<file path="config.mk">
export PLATFORM = sky130hd
export DESIGN_NAME = eggtimer_ctrl
export DESIGN_NICKNAME = d
export VERILOG_FILES = /design/src/rtl/eggtimer_ctrl.sv
export SDC_FILE = /design/constraint.sdc
export NUM_CORES = 1
export LEC_CHECK = 0
export CAP_MARGIN = 20
export CELL_PAD_IN_SITES_DETAIL_PLACEMENT = 1
export CELL_PAD_IN_SITES_GLOBAL_PLACEMENT = 2
export CORE_ASPECT_RATIO = 1.25
export CORE_UTILIZATION = 40
export DETAILED_ROUTE_END_ITERATION = 7
export GPL_ROUTABILITY_DRIVEN = 1
export PLACE_DENSITY = 0.94
export SYNTH_ARGS = -nofsm -noshare
export SYNTH_HDL_FRONTEND = slang
export SYNTH_SLANG_ARGS = --single-unit
</file>
<file path="constraint.sdc">
create_clock -name clk -period 7.65 [get_ports clk]
set_input_delay 1.53 -clock clk [delete_from_list [all_inputs] [get_ports clk]]
set_output_delay 1.53 -clock clk [all_outputs]
set_load 0.02 [all_outputs]
</file>
<file path="src/rtl/eggtimer_ctrl.sv">
// ============================================================================
// Module   : eggtimer_ctrl
// Brief    : Egg-timer countdown controller (BCD MM:SS edit, 1 Hz countdown,
//            flashing alarm with auto-timeout).
// Revision : 1.0
// ============================================================================
`default_nettype none

module eggtimer_ctrl #(
    parameter logic [15:0] DEFAULT_TIME = 16'h0300,
    parameter int unsigned ALARM_SECS   = 30
) (
    input  logic       clk,
    input  logic       rst_n,
    input  logic       tick_1hz,
    input  logic       btn_start,
    input  logic       btn_clear,
    input  logic       btn_min,
    input  logic       btn_sec,
    output logic [3:0] digit0,
    output logic [3:0] digit1,
    output logic [3:0] digit2,
    output logic [3:0] digit3,
    output logic       display_on,
    output logic       running,
    output logic       alarm
);

    typedef enum logic [1:0] {
        ST_IDLE  = 2'd0,
        ST_RUN   = 2'd1,
        ST_PAUSE = 2'd2,
        ST_ALARM = 2'd3
    } state_t;

    localparam logic [7:0] ALARM_LOAD = 8'(ALARM_SECS);

    state_t      state_q, state_d;
    logic [15:0] time_q, time_d;
    logic [15:0] preset_q, preset_d;
    logic [7:0]  acnt_q, acnt_d;
    logic        disp_q, disp_d;
    logic        running_q, running_d;
    logic        alarm_q, alarm_d;
    logic [15:0] dec_t;

    function automatic logic [15:0] inc_min(input logic [15:0] t);
        logic [3:0] mt;
        logic [3:0] mu;
        mt = t[15:12];
        mu = t[11:8];
        if (mu == 4'd9) begin
            mu = 4'd0;
            mt = (mt == 4'd9) ? 4'd0 : mt + 4'd1;
        end else begin
            mu = mu + 4'd1;
        end
        return {mt, mu, t[7:0]};
    endfunction

    function automatic logic [15:0] inc_sec(input logic [15:0] t);
        logic [3:0] st;
        logic [3:0] su;
        st = t[7:4];
        su = t[3:0];
        if (su == 4'd9) begin
            su = 4'd0;
            st = (st == 4'd5) ? 4'd0 : st + 4'd1;
        end else begin
            su = su + 4'd1;
        end
        return {t[15:8], st, su};
    endfunction

    // Borrow ripples sec units -> sec tens -> min units -> min tens.
    function automatic logic [15:0] dec_time(input logic [15:0] t);
        logic [3:0] mt;
        logic [3:0] mu;
        logic [3:0] st;
        logic [3:0] su;
        {mt, mu, st, su} = t;
        if (su != 4'd0) begin
            su = su - 4'd1;
        end else begin
            su = 4'd9;
            if (st != 4'd0) begin
                st = st - 4'd1;
            end else begin
                st = 4'd5;
                if (mu != 4'd0) begin
                    mu = mu - 4'd1;
                end else begin
                    mu = 4'd9;
                    mt = mt - 4'd1;
                end
            end
        end
        return {mt, mu, st, su};
    endfunction

    always_comb begin
        state_d  = state_q;
        time_d   = time_q;
        preset_d = preset_q;
        acnt_d   = acnt_q;
        disp_d   = 1'b1;
        dec_t    = dec_time(time_q);

        case (state_q)
            ST_IDLE: begin
                if (btn_clear) begin
                    time_d = DEFAULT_TIME;
                end else if (btn_start && (time_q != 16'h0000)) begin
                    preset_d = time_q;
                    state_d  = ST_RUN;
                end else begin
                    if (btn_min) time_d = inc_min(time_d);
                    if (btn_sec) time_d = inc_sec(time_d);
                end
            end
            ST_RUN: begin
                if (btn_clear) begin
                    time_d  = preset_q;
                    state_d = ST_IDLE;
                end else if (tick_1hz && ((time_q == 16'h0000) || (dec_t == 16'h0000))) begin
                    // Reaching zero wins over a simultaneous pause request.
                    time_d  = 16'h0000;
                    state_d = ST_ALARM;
                    acnt_d  = ALARM_LOAD;
                end else begin
                    if (tick_1hz) time_d = dec_t;
                    if (btn_start) state_d = ST_PAUSE;
                end
            end
            ST_PAUSE: begin
                if (btn_clear) begin
                    time_d  = preset_q;
                    state_d = ST_IDLE;
                end else if (btn_start) begin
                    state_d = ST_RUN;
                end
            end
            ST_ALARM: begin
                time_d = 16'h0000;
                disp_d = disp_q;
                if (btn_clear || btn_start || (tick_1hz && (acnt_q <= 8'd1))) begin
                    time_d  = preset_q;
                    state_d = ST_IDLE;
                    acnt_d  = 8'd0;
                    disp_d  = 1'b1;
                end else if (tick_1hz) begin
                    acnt_d = acnt_q - 8'd1;
                    disp_d = ~disp_q;
                end
            end
            default: begin
                state_d = ST_IDLE;
                time_d  = DEFAULT_TIME;
                acnt_d  = 8'd0;
            end
        endcase

        running_d = (state_d == ST_RUN);
        alarm_d   = (state_d == ST_ALARM);
    end

    always_ff @(posedge clk or negedge rst_n) begin
        if (!rst_n) begin
            state_q   <= ST_IDLE;
            time_q    <= DEFAULT_TIME;
            preset_q  <= DEFAULT_TIME;
            acnt_q    <= 8'd0;
            disp_q    <= 1'b1;
            running_q <= 1'b0;
            alarm_q   <= 1'b0;
        end else begin
            state_q   <= state_d;
            time_q    <= time_d;
            preset_q  <= preset_d;
            acnt_q    <= acnt_d;
            disp_q    <= disp_d;
            running_q <= running_d;
            alarm_q   <= alarm_d;
        end
    end

    assign digit3     = time_q[15:12];
    assign digit2     = time_q[11:8];
    assign digit1     = time_q[7:4];
    assign digit0     = time_q[3:0];
    assign display_on = disp_q;
    assign running    = running_q;
    assign alarm      = alarm_q;

endmodule

`default_nettype wire

</file>
==> impl_metrics.tcl, run 1 <==
set metrics [dict create \
    layout_min_cycle_time_ps 4110 \
    async_reset_ff_share_pct 100 \
    slew_headroom_pct 45.6 \
    seq_area_frac_synth_pct 34.0 \
    drt_pass1_iterations 5 \
    tns_ps 0 \
    track_usage_pct 22.7 \
    coreArea_mm2 0.00793 \
    areaGrowthSynthToFinish_pct 11.3 \
    peakVddDrop_v 0.000168 \
    synth_ff_type "dfrtp_1" \
    setup_viol 0 \
    r2r_end "acnt_q[7]" \
    switching_share_pct 46.5 \
    clockBufferDepth 2 \
    antennaDiodeCount 0 \
    dieArea_mm2 0.00871 \
    startpoint_type "input pin" \
    holdPathStages 1 \
    syn_inst 373 \
    min-delay-start "preset_q[2]" \
    layout_setup_ws_ps 3540 \
    p_leak_nw 1.49 \
    dp_cells 469 \
    yosysMostFrequentCell "dfrtp_1" \
    dieHeight_um 104 \
    syn_area_mm2 0.00333 \
    drtIter0Drc 131 \
    synthTopCellsByArea "dfrtp_1, mux2_2, ha_1, o21ai_0, dfstp_2" \
    cts_tree "yes" \
    grt_pass1_wl_mm 16.0 \
    cts-root-buf "clkbuf_8" \
    avgSynthCellArea_um2 8.94 \
    drt-total-wl_mm 9.64 \
    synth_seq_cells 45 \
    yosys.area.top_type_share_pct 30.0 \
    hold_viol 0 \
    post-cts-setup-buffer-count 0 \
    r2r.worst_path.cells 8 \
    grt_remaining_overflow 0 \
    syn-num-nets 393 \
    ys_types 77 \
    seq_power_share_pct 36.1 \
    nets 404 \
    clk-insertion-delay-late_ps 290 \
    post_cts_resize_count 0 \
    place_ws_ps 3050 \
    p_int_mw 0.706 \
    cp.arrival_ps 4290 \
    clkTransAtPathRegs_ps 90 \
    finalCritPeriodShare_pct 53.7 \
    drc 0 \
    synth_edf_count 0 \
    grt_pass1_vias 3078 \
    hp-class "reg -> reg" \
    holdBufCountCts 0 \
    p_comb_share_pct 52.0 \
    gp_congestion 0.810 \
    power_frac_clock_pct 11.8 \
    postRouteAntennaNets 0 \
    routedWlPerCell_um 20.1 \
    status "completed" \
    num_vias 2964 \
    cp-end-kind "flip-flop" \
    layout.cells.non_filler 480 \
    antenna_found_initial 0 \
    maxCapViolations 0 \
    synth_warnings 0 \
    yosys.area.top_type "dfrtp_1" \
    grt_max_degree 46 \
    fmax_mhz 244 \
    cts_buffers 5 \
    drive_gt1_share_pct 14.5 \
    worstPathRequired_ps 7840 \
    final_max_slew_viol_count 0 \
    initial_core_util_pct 42.1 \
    num_io_pins 26 \
    crit_fanout 10 \
    htreeDepth 2 \
    critPathKind "in -> reg" \
    cts_sinks 45 \
    worst_pin_slew_ps 809 \
    row_count 36 \
    power_density_mw_per_mm2 356 \
    die_w_um 83.7 \
    rsz0062_at_grt "false" \
    finClkSkew_ps 6.34 \
    regToRegSetupSlack_ps 4690 \
    port-buffer-count 25 \
    p_switching_mw 0.614 \
    dp_hpwl_mm 6.87 \
    synth_top_cells_by_count "dfrtp_1, nand2_1, o21ai_0" \
    via_per_inst 6.18 \
    r2r_start "time_q[0]" \
    hold_path_end "preset_q[2]" \
]
[cell families (layout without fill, tap and decap cells)]
| family | Yosys count | count (layout) | share of synthesized area (%) |
|---|---|---|---|
| AO/OA/AOI/OAI | 119 | 119 | 25.5 |
| XOR/XNOR | 4 | 4 | 1.05 |
| adder cells (fa/ha/maj) | 13 | 13 | 4.88 |
| buffers and inverters | 44 | 56 | 5.89 |
| flip-flops | 45 | 45 | 34.0 |
| multiplexers | 24 | 24 | 7.96 |
| AND/OR/NAND/NOR | 124 | 124 | 20.8 |
[through the flow]
| stage | utilization [%] | power [mW] | cell area (um^2) | hold WS [ps] |
|---|---|---|---|---|
| 6_report | 46.8 | 1.32 | 3710 | 507 |
| 5_1_grt | 46.8 | 1.43 | 3710 | 529 |
| 3_5_place_dp | 45.1 | 1.16 | 3580 | 491 |
| 3_3_place_gp | 45.1 | 1.14 | 3580 | 486 |
| 2_1_floorplan | - | 0.945 | 3330 | 476 |
| 4_1_cts | 46.3 | 1.32 | 3670 | 512 |
[cell usage in the layout (no fill, tap or decap), drive strengths merged, types with 7 or more instances in the layout]
cell	n
a21oi	20
clkdlybuf4s50	24
mux2	20
o21ai	30
clkbuf	8
o31ai	7
nand2	29
nand3	10
dfrtp	40
nor2	28
nor3	17
ha	13
inv	20
[worst max-delay path: stages]
cell             delay, ps
clkdlybuf4s50_1        760
nor4b_2                480
a311oi_2               350
a21oi_1                640
o21a_1                 190
nor3_1                  50
a221oi_1               290
[power by group through the flow]
stage | clock network [mW] | logic, mW | registers [mW]
2_1_floorplan | 0 | 0.506 | 0.439
4_1_cts | 0.161 | 0.685 | 0.476
3_3_place_gp | 0 | 0.663 | 0.475
5_1_grt | 0.168 | 0.762 | 0.495
3_5_place_dp | 0 | 0.680 | 0.481
6_report | 0.156 | 0.687 | 0.477
[area by class of cell]
cell class              count  area, um^2
fillers                   931        4220
multi-input cells         284        2010
flip-flops and latches     45        1130
repair buffers             28         288
well taps                  95         119
clock buffers               8        90.1
inverters                  20        75.1
[registers in the layout, summed over array words and instances, names as in the netlist]
| register | flops |
|---|---|
| acnt_q | 8 |
| time_q | 16 |
| preset_q | 16 |
| alarm | 1 |
| running | 1 |
| state_q | 2 |
| display_on | 1 |
[worst max-delay path by stage]
stage | start | endpoint | cells past startpoint | slack (ps)
after floorplan | btn_clear | preset_q[1] | 6 | 4390
after global placement | btn_clear | preset_q[7] | 5 | 3160
after detailed placement | btn_clear | preset_q[10] | 5 | 3050
after CTS | btn_clear | preset_q[10] | 5 | 3350
after global routing | tick_1hz | time_q[0] | 7 | 3400
final | tick_1hz | time_q[0] | 7 | 3540
[routing by layer]
metal / share of wire (%) / global-route usage (%)
met1: 45 / 28.8
met3: 2.7 / 3.02
met5: 0 / 0
met2: 51 / 39.7
met4: 1.5 / 7.51
No activity file was read; power rests on OpenSTA's default activity.
==> run 2: changes to the inputs <==
--- a/config.mk
+++ b/config.mk
@@ -9,10 +9,10 @@
 export CELL_PAD_IN_SITES_DETAIL_PLACEMENT = 1
 export CELL_PAD_IN_SITES_GLOBAL_PLACEMENT = 2
 export CORE_ASPECT_RATIO = 1.25
-export CORE_UTILIZATION = 40
+export CORE_UTILIZATION = 37
 export DETAILED_ROUTE_END_ITERATION = 7
 export GPL_ROUTABILITY_DRIVEN = 1
-export PLACE_DENSITY = 0.94
+export PLACE_DENSITY = 0.89
 export SYNTH_ARGS = -nofsm -noshare
 export SYNTH_HDL_FRONTEND = slang
 export SYNTH_SLANG_ARGS = --single-unit
==> constraint.sdc (replaced) <==
create_clock -name clk -period 3.8 [get_ports clk]
set_input_delay 0.76 -clock clk [delete_from_list [all_inputs] [get_ports clk]]
set_output_delay 0.76 -clock clk [all_outputs]
set_load 0.02 [all_outputs]
==> run 2 against run 1 <==
  * Register-to-register slack got worse by 3900 ps
  * Wire length increased by 1.1%
  * Via count increased by 1.5%
  * First-iteration DRC count decreased by 22%
  * Setup slack got worse by 2900 ps
  * Count of clock-buffer cells in the layout decreased by 1
  * Cell count increased by 6.7%
  * Power increased by 100%
  * Design area increased by 2.6%
  * Clock power increased by 120%
  * Combinational power increased by 100%
==> impl_metrics.tcl, run 2 (synthesis gave the netlist of run 1 again) <==
set metrics [dict create \
    status "completed" \
    row_count 38 \
    grt_pass1_wl_mm 16.0 \
    post-cts-setup-buffer-count 0 \
    layout.cells.non_filler 512 \
    path_cells "clkdlybuf4s50_1, nor4b_2, a311oi_2, a21oi_1, a211oi_1, nor3_1, a21o_1" \
    dp_cells 503 \
    nets 411 \
    fmax_mhz 321 \
    areaGrowthSynthToFinish_pct 14.1 \
    die_w_um 86.9 \
    cts-root-buf "clkbuf_8" \
    grt_max_degree 46 \
    fin_total_pwr_mw 2.69 \
    p_leak_nw 1.54 \
    htreeDepth 2 \
    grt_pass1_vias 3078 \
    dieArea_mm2 0.00940 \
    hold_viol 0 \
    max_stage_delay_ps 650 \
    drive_gt1_share_pct 16.6 \
    worstPathRequired_ps 4060 \
    initial_core_util_pct 38.3 \
    antenna_found_initial 0 \
    cp.arrival_ps 3370 \
    worst_pin_slew_ps 687 \
    cts_sinks 45 \
    peakVddDrop_v 0.000245 \
    dieHeight_um 108 \
    clockBufferDepth 2 \
    drc 0 \
    maxCapViolations 0 \
    crit_fanout 9 \
    largestRegisters "preset_q (16), time_q (16), acnt_q (8)" \
    dp_hpwl_mm 7.18 \
    num_vias 3008 \
    num_io_pins 26 \
    final_max_slew_viol_count 0 \
    gp_congestion 0.806 \
    fillers 1017 \
    r2r.worst_path.cells 8 \
    layout_commonest_cell "dfrtp_1" \
    grt_remaining_overflow 0 \
    path_buf_inv 1 \
    port-buffer-count 25 \
    cts_buffers 5 \
    rsz0062_at_grt "false" \
    clk-insertion-delay-late_ps 310 \
    drt_pass1_iterations 4 \
    coreArea_mm2 0.00870 \
    layout_min_cycle_time_ps 3110 \
    cts_tree "yes" \
    r2r_start "time_q[0]" \
    cpLargestDelayFamily "compound AO/OA/AOI/OAI gates" \
    finalCritPeriodShare_pct 81.9 \
    startpoint_type "input pin" \
    drtIter0Drc 102 \
    via_per_inst 5.88 \
    track_usage_pct 22.3 \
    power_density_mw_per_mm2 708 \
    final_cell_mix "dfrtp_1, nand2_1, o21ai_0" \
    setup_viol 0 \
    hp-class "in -> async" \
    holdBufCountCts 0 \
    slew_headroom_pct 54.1 \
    drt-total-wl_mm 9.75 \
    slowest_stage "clkdlybuf4s50_1" \
    postRouteAntennaNets 0 \
    antennaDiodeCount 0 \
    clkTransAtPathRegs_ps 90 \
    startpoint "tick_1hz" \
    cp-end-kind "flip-flop" \
    critPathKind "in -> reg" \
    post_cts_resize_count 0 \
    finClkSkew_ps 4.72 \
    r2r_end "acnt_q[7]" \
    regToRegSetupSlack_ps 800 \
    tns_ps 0 \
    routedWlPerCell_um 19.0 \
]
==> run 2: changes by cell type in the layout (fill, tap and decap cells not counted) <==
cell,previous run,this run
buf_4,1,9
clkbuf_1,2,0
buf_12,1,0
buf_16,0,1
buf_8,1,0
clkbuf_8,6,7
clkinv_2,0,1
o21ai_0,28,29
o21ai_1,2,1
==> run 2: stage by stage <==
stage	util [%]	hold slack (ps)	instance area (um^2)	worst slack, ps
final	43.7	440	3800	687
after floorplan	-	464	3330	1190
after detailed placement	42.2	500	3680	412
after global routing	43.7	466	3800	583
after CTS	43.4	520	3780	732
after global placement	42.2	486	3680	467
==> run 2: worst reg2reg max path: cells and delay by family (launching register included) <==
| kind | cells | cell delay, ps |
|---|---|---|
| and+or+nand+nor | 2 | 600 |
| AOI/OAI and AO/OA | 4 | 1320 |
| DFF | 1 | 530 |
| adders and majority gates | 1 | 300 |
| buffers and inverters | 1 | 130 |
==> run 2: final cells by class <==
type                    instances  area (um^2)  share of cell area (%)
inverters                      20         75.1                    1.97
well taps                     120          150                    3.95
multi-input cells             284         2010                    52.7
repair buffers                 35          340                    8.94
clock inverters                 1         5.00                   0.132
clock buffers                   7         96.3                    2.53
flip-flops and latches         45         1130                    29.8
==> run 2: worst max-delay path by stage <==
stage / end / cells past startpoint
2_1_floorplan: time_q[11] / 9
3_3_place_gp: acnt_q[5] / 7
3_5_place_dp: time_q[0] / 7
4_1_cts: time_q[0] / 7
5_1_grt: time_q[9] / 7
6_report: time_q[9] / 7
==> run 2: routing by layer <==
layer,global-route usage [%],up-vias,wire [um]
met1,27.0,1542,4220
met3,3.21,10,259
met5,0,-,0
met2,39.8,44,5110
met4,7.50,0,158
li1,-,1412,-
==> run 2: power by group <==
group          leakage, nW  internal (mW)  total, mW  switching [mW]
combinational        0.908          0.625       1.39           0.766
clock               0.0542          0.165      0.339           0.174
sequential           0.577          0.657      0.963           0.306
total                 1.54           1.45       2.69            1.25
==> run 3: changes to the inputs <==
--- a/config.mk
+++ b/config.mk
@@ -9,10 +9,10 @@
 export CELL_PAD_IN_SITES_DETAIL_PLACEMENT = 1
 export CELL_PAD_IN_SITES_GLOBAL_PLACEMENT = 2
 export CORE_ASPECT_RATIO = 1.25
-export CORE_UTILIZATION = 37
+export CORE_UTILIZATION = 33
 export DETAILED_ROUTE_END_ITERATION = 7
 export GPL_ROUTABILITY_DRIVEN = 1
-export PLACE_DENSITY = 0.89
+export PLACE_DENSITY = 0.84
 export SYNTH_ARGS = -nofsm -noshare
 export SYNTH_HDL_FRONTEND = slang
 export SYNTH_SLANG_ARGS = --single-unit
==> constraint.sdc (replaced) <==
create_clock -name clk -period 2.8 [get_ports clk]
set_input_delay 0.56 -clock clk [delete_from_list [all_inputs] [get_ports clk]]
set_output_delay 0.56 -clock clk [all_outputs]
set_load 0.02 [all_outputs]
==> run 3 against run 2 <==
  * Sequential share of layout area is 1.9 points lower
  * Count of clock-buffer cells in the layout decreased by 1
  * Die area rose by 12%
  * Sequential cell count unchanged
  * Design area grew 6.7%
  * Sequential power rose by 18%
  * Global-route usage is 0.57 points lower
  * Worst hold slack worse by 180 ps
  * Combinational power is 64% higher
  * Clock skew increased by 2.0 ps
  * Highest routed layer unchanged
==> impl_metrics.tcl, run 3 (synthesis gave the netlist of run 1 again) <==
set metrics [dict create \
    status "completed" \
    grt_remaining_overflow 0 \
    startpoint_type "flip-flop" \
    drt-total-wl_mm 10.7 \
    slew_headroom_pct 49.1 \
    clockBufferDepth 2 \
    final_max_slew_viol_count 0 \
    worstPathRequired_ps 2980 \
    row_count 40 \
    worst_pin_slew_ps 757 \
    dp_cells 532 \
    r2r_start "time_q[0]" \
    grt_pass1_wl_mm 17.7 \
    areaGrowthSynthToFinish_pct 21.7 \
    path_cells "inv_1, ha_1, nor3b_2, a21boi_0, a2111oi_2, nand3_1, o21a_2, a221o_1" \
    dp_hpwl_mm 7.93 \
    place_ws_ps 21.8 \
    clkTransAtPathRegs_ps 70 \
    layout_min_cycle_time_ps 2660 \
    grt_max_degree 44 \
    clk-insertion-delay-late_ps 300 \
    coreArea_mm2 0.00971 \
    rsz0062_at_grt "false" \
    regToRegSetupSlack_ps 140 \
    antenna_found_initial 0 \
    antennaDiodeCount 0 \
    startpoint "time_q[0]" \
    cts_tree "yes" \
    fmax_mhz 377 \
    r2r_end "acnt_q[5]" \
    tns_ps 0 \
    setup_viol 0 \
    num_io_pins 26 \
    cp.arrival_ps 2840 \
    nets 434 \
    port-buffer-count 25 \
    drtIter0Drc 115 \
    p_comb_share_pct 55.4 \
    drt_pass1_iterations 4 \
    critPathCapture "acnt_q[5]" \
    layout.cells.non_filler 541 \
    dieArea_mm2 0.0105 \
    crit_fanout 8 \
    layout_commonest_cell "dfrtp_1" \
    routedWlPerCell_um 19.8 \
    htreeDepth 2 \
    seq_power_share_pct 27.7 \
    postRouteAntennaNets 0 \
    maxCapViolations 0 \
    peakVddDrop_v 0.000291 \
    dieHeight_um 114 \
    p_int_mw 2.31 \
    switching_share_pct 43.9 \
    via_per_inst 5.82 \
    cts-root-buf "clkbuf_16" \
    largestRegisters "preset_q (16), time_q (16), acnt_q (8)" \
    gp_congestion 0.845 \
    grt_pass1_vias 3458 \
    hp-class "in -> async" \
    final_cell_mix "dfrtp_1, buf_4, nand2_1, o21ai_0, nor2_1" \
    p_leak_nw 1.69 \
    cts_sinks 45 \
    finalCritPeriodShare_pct 94.8 \
    cp-end-kind "flip-flop" \
    finClkSkew_ps 6.74 \
    die_w_um 91.9 \
    drc 0 \
    critPathKind "reg -> reg" \
    slowest_stage "nor3b_2" \
    max_stage_delay_ps 400 \
    cts_buffers 5 \
    r2r.worst_path.cells 8 \
    track_usage_pct 21.7 \
    drive_gt1_share_pct 21.2 \
    initial_core_util_pct 34.3 \
    power_density_mw_per_mm2 1010 \
    p_switching_mw 1.81 \
    hold_viol 0 \
    num_vias 3146 \
    power_frac_clock_pct 16.9 \
    layout_setup_ws_ps 145 \
]
## run 3: timing repair
action | 4_1_cts | 5_1_grt
setup endpoints to repair | 0 | 12
gates resized for setup | 0 | 2
hold buffers | 0 | 0
buffers inserted | 0 | 0
## run 3: stage by stage
| step | area (um^2) | utilization, % | power (mW) | hold slack [ps] |
|---|---|---|---|---|
| CTS | 4020 | 41.4 | 4.10 | 486 |
| global route | 4060 | 41.8 | 4.39 | 298 |
| global placement | 3860 | 39.7 | 3.31 | 485 |
| floorplan | 3330 | - | 2.58 | 264 |
| finish | 4060 | 41.8 | 4.11 | 262 |
| detailed placement | 3860 | 39.7 | 3.38 | 501 |
## run 3: area by class of cell
type	instances	area, um^2
clock inverter	2	35.0
timing repair buffer	58	513
tap	126	158
inverter	20	75.1
multi-input combinational	284	2020
clock buffer	6	129
sequential	45	1130
fill	1136	5650
## run 3: power by group through the flow
stage               registers (mW)  logic, mW  clock network, mW
global placement              1.13       2.18                  0
detailed placement            1.15       2.23                  0
CTS                           1.14       2.26              0.709
finish                        1.14       2.28              0.695
global route                  1.18       2.49              0.728
floorplan                     1.20       1.38                  0
## run 3: worst min-delay path by stage
stage,endpoint,start
after floorplan,acnt_q[0],rst_n
after global placement,preset_q[2],preset_q[2]
after detailed placement,preset_q[3],preset_q[3]
after CTS,time_q[14],rst_n
after global routing,preset_q[12],rst_n
final,preset_q[12],rst_n
## run 3: metal layers
metal  track usage [%]  vias up  routed length, um
met5                 0        -                  0
met4              11.4        0                335
met3              3.32       21                275
met2              39.5       56               5650
met1              24.2     1611               4470
li1                  -     1458                  -
## run 3: worst max-delay path: cells and delay by family (launching register included)
family                     cells  cell delay, ps
AOI/OAI and AO/OA              4            1220
adders and majority gates      1             300
buffers and inverters          1             100
DFF                            1             380
and+or+nand+nor                2             530
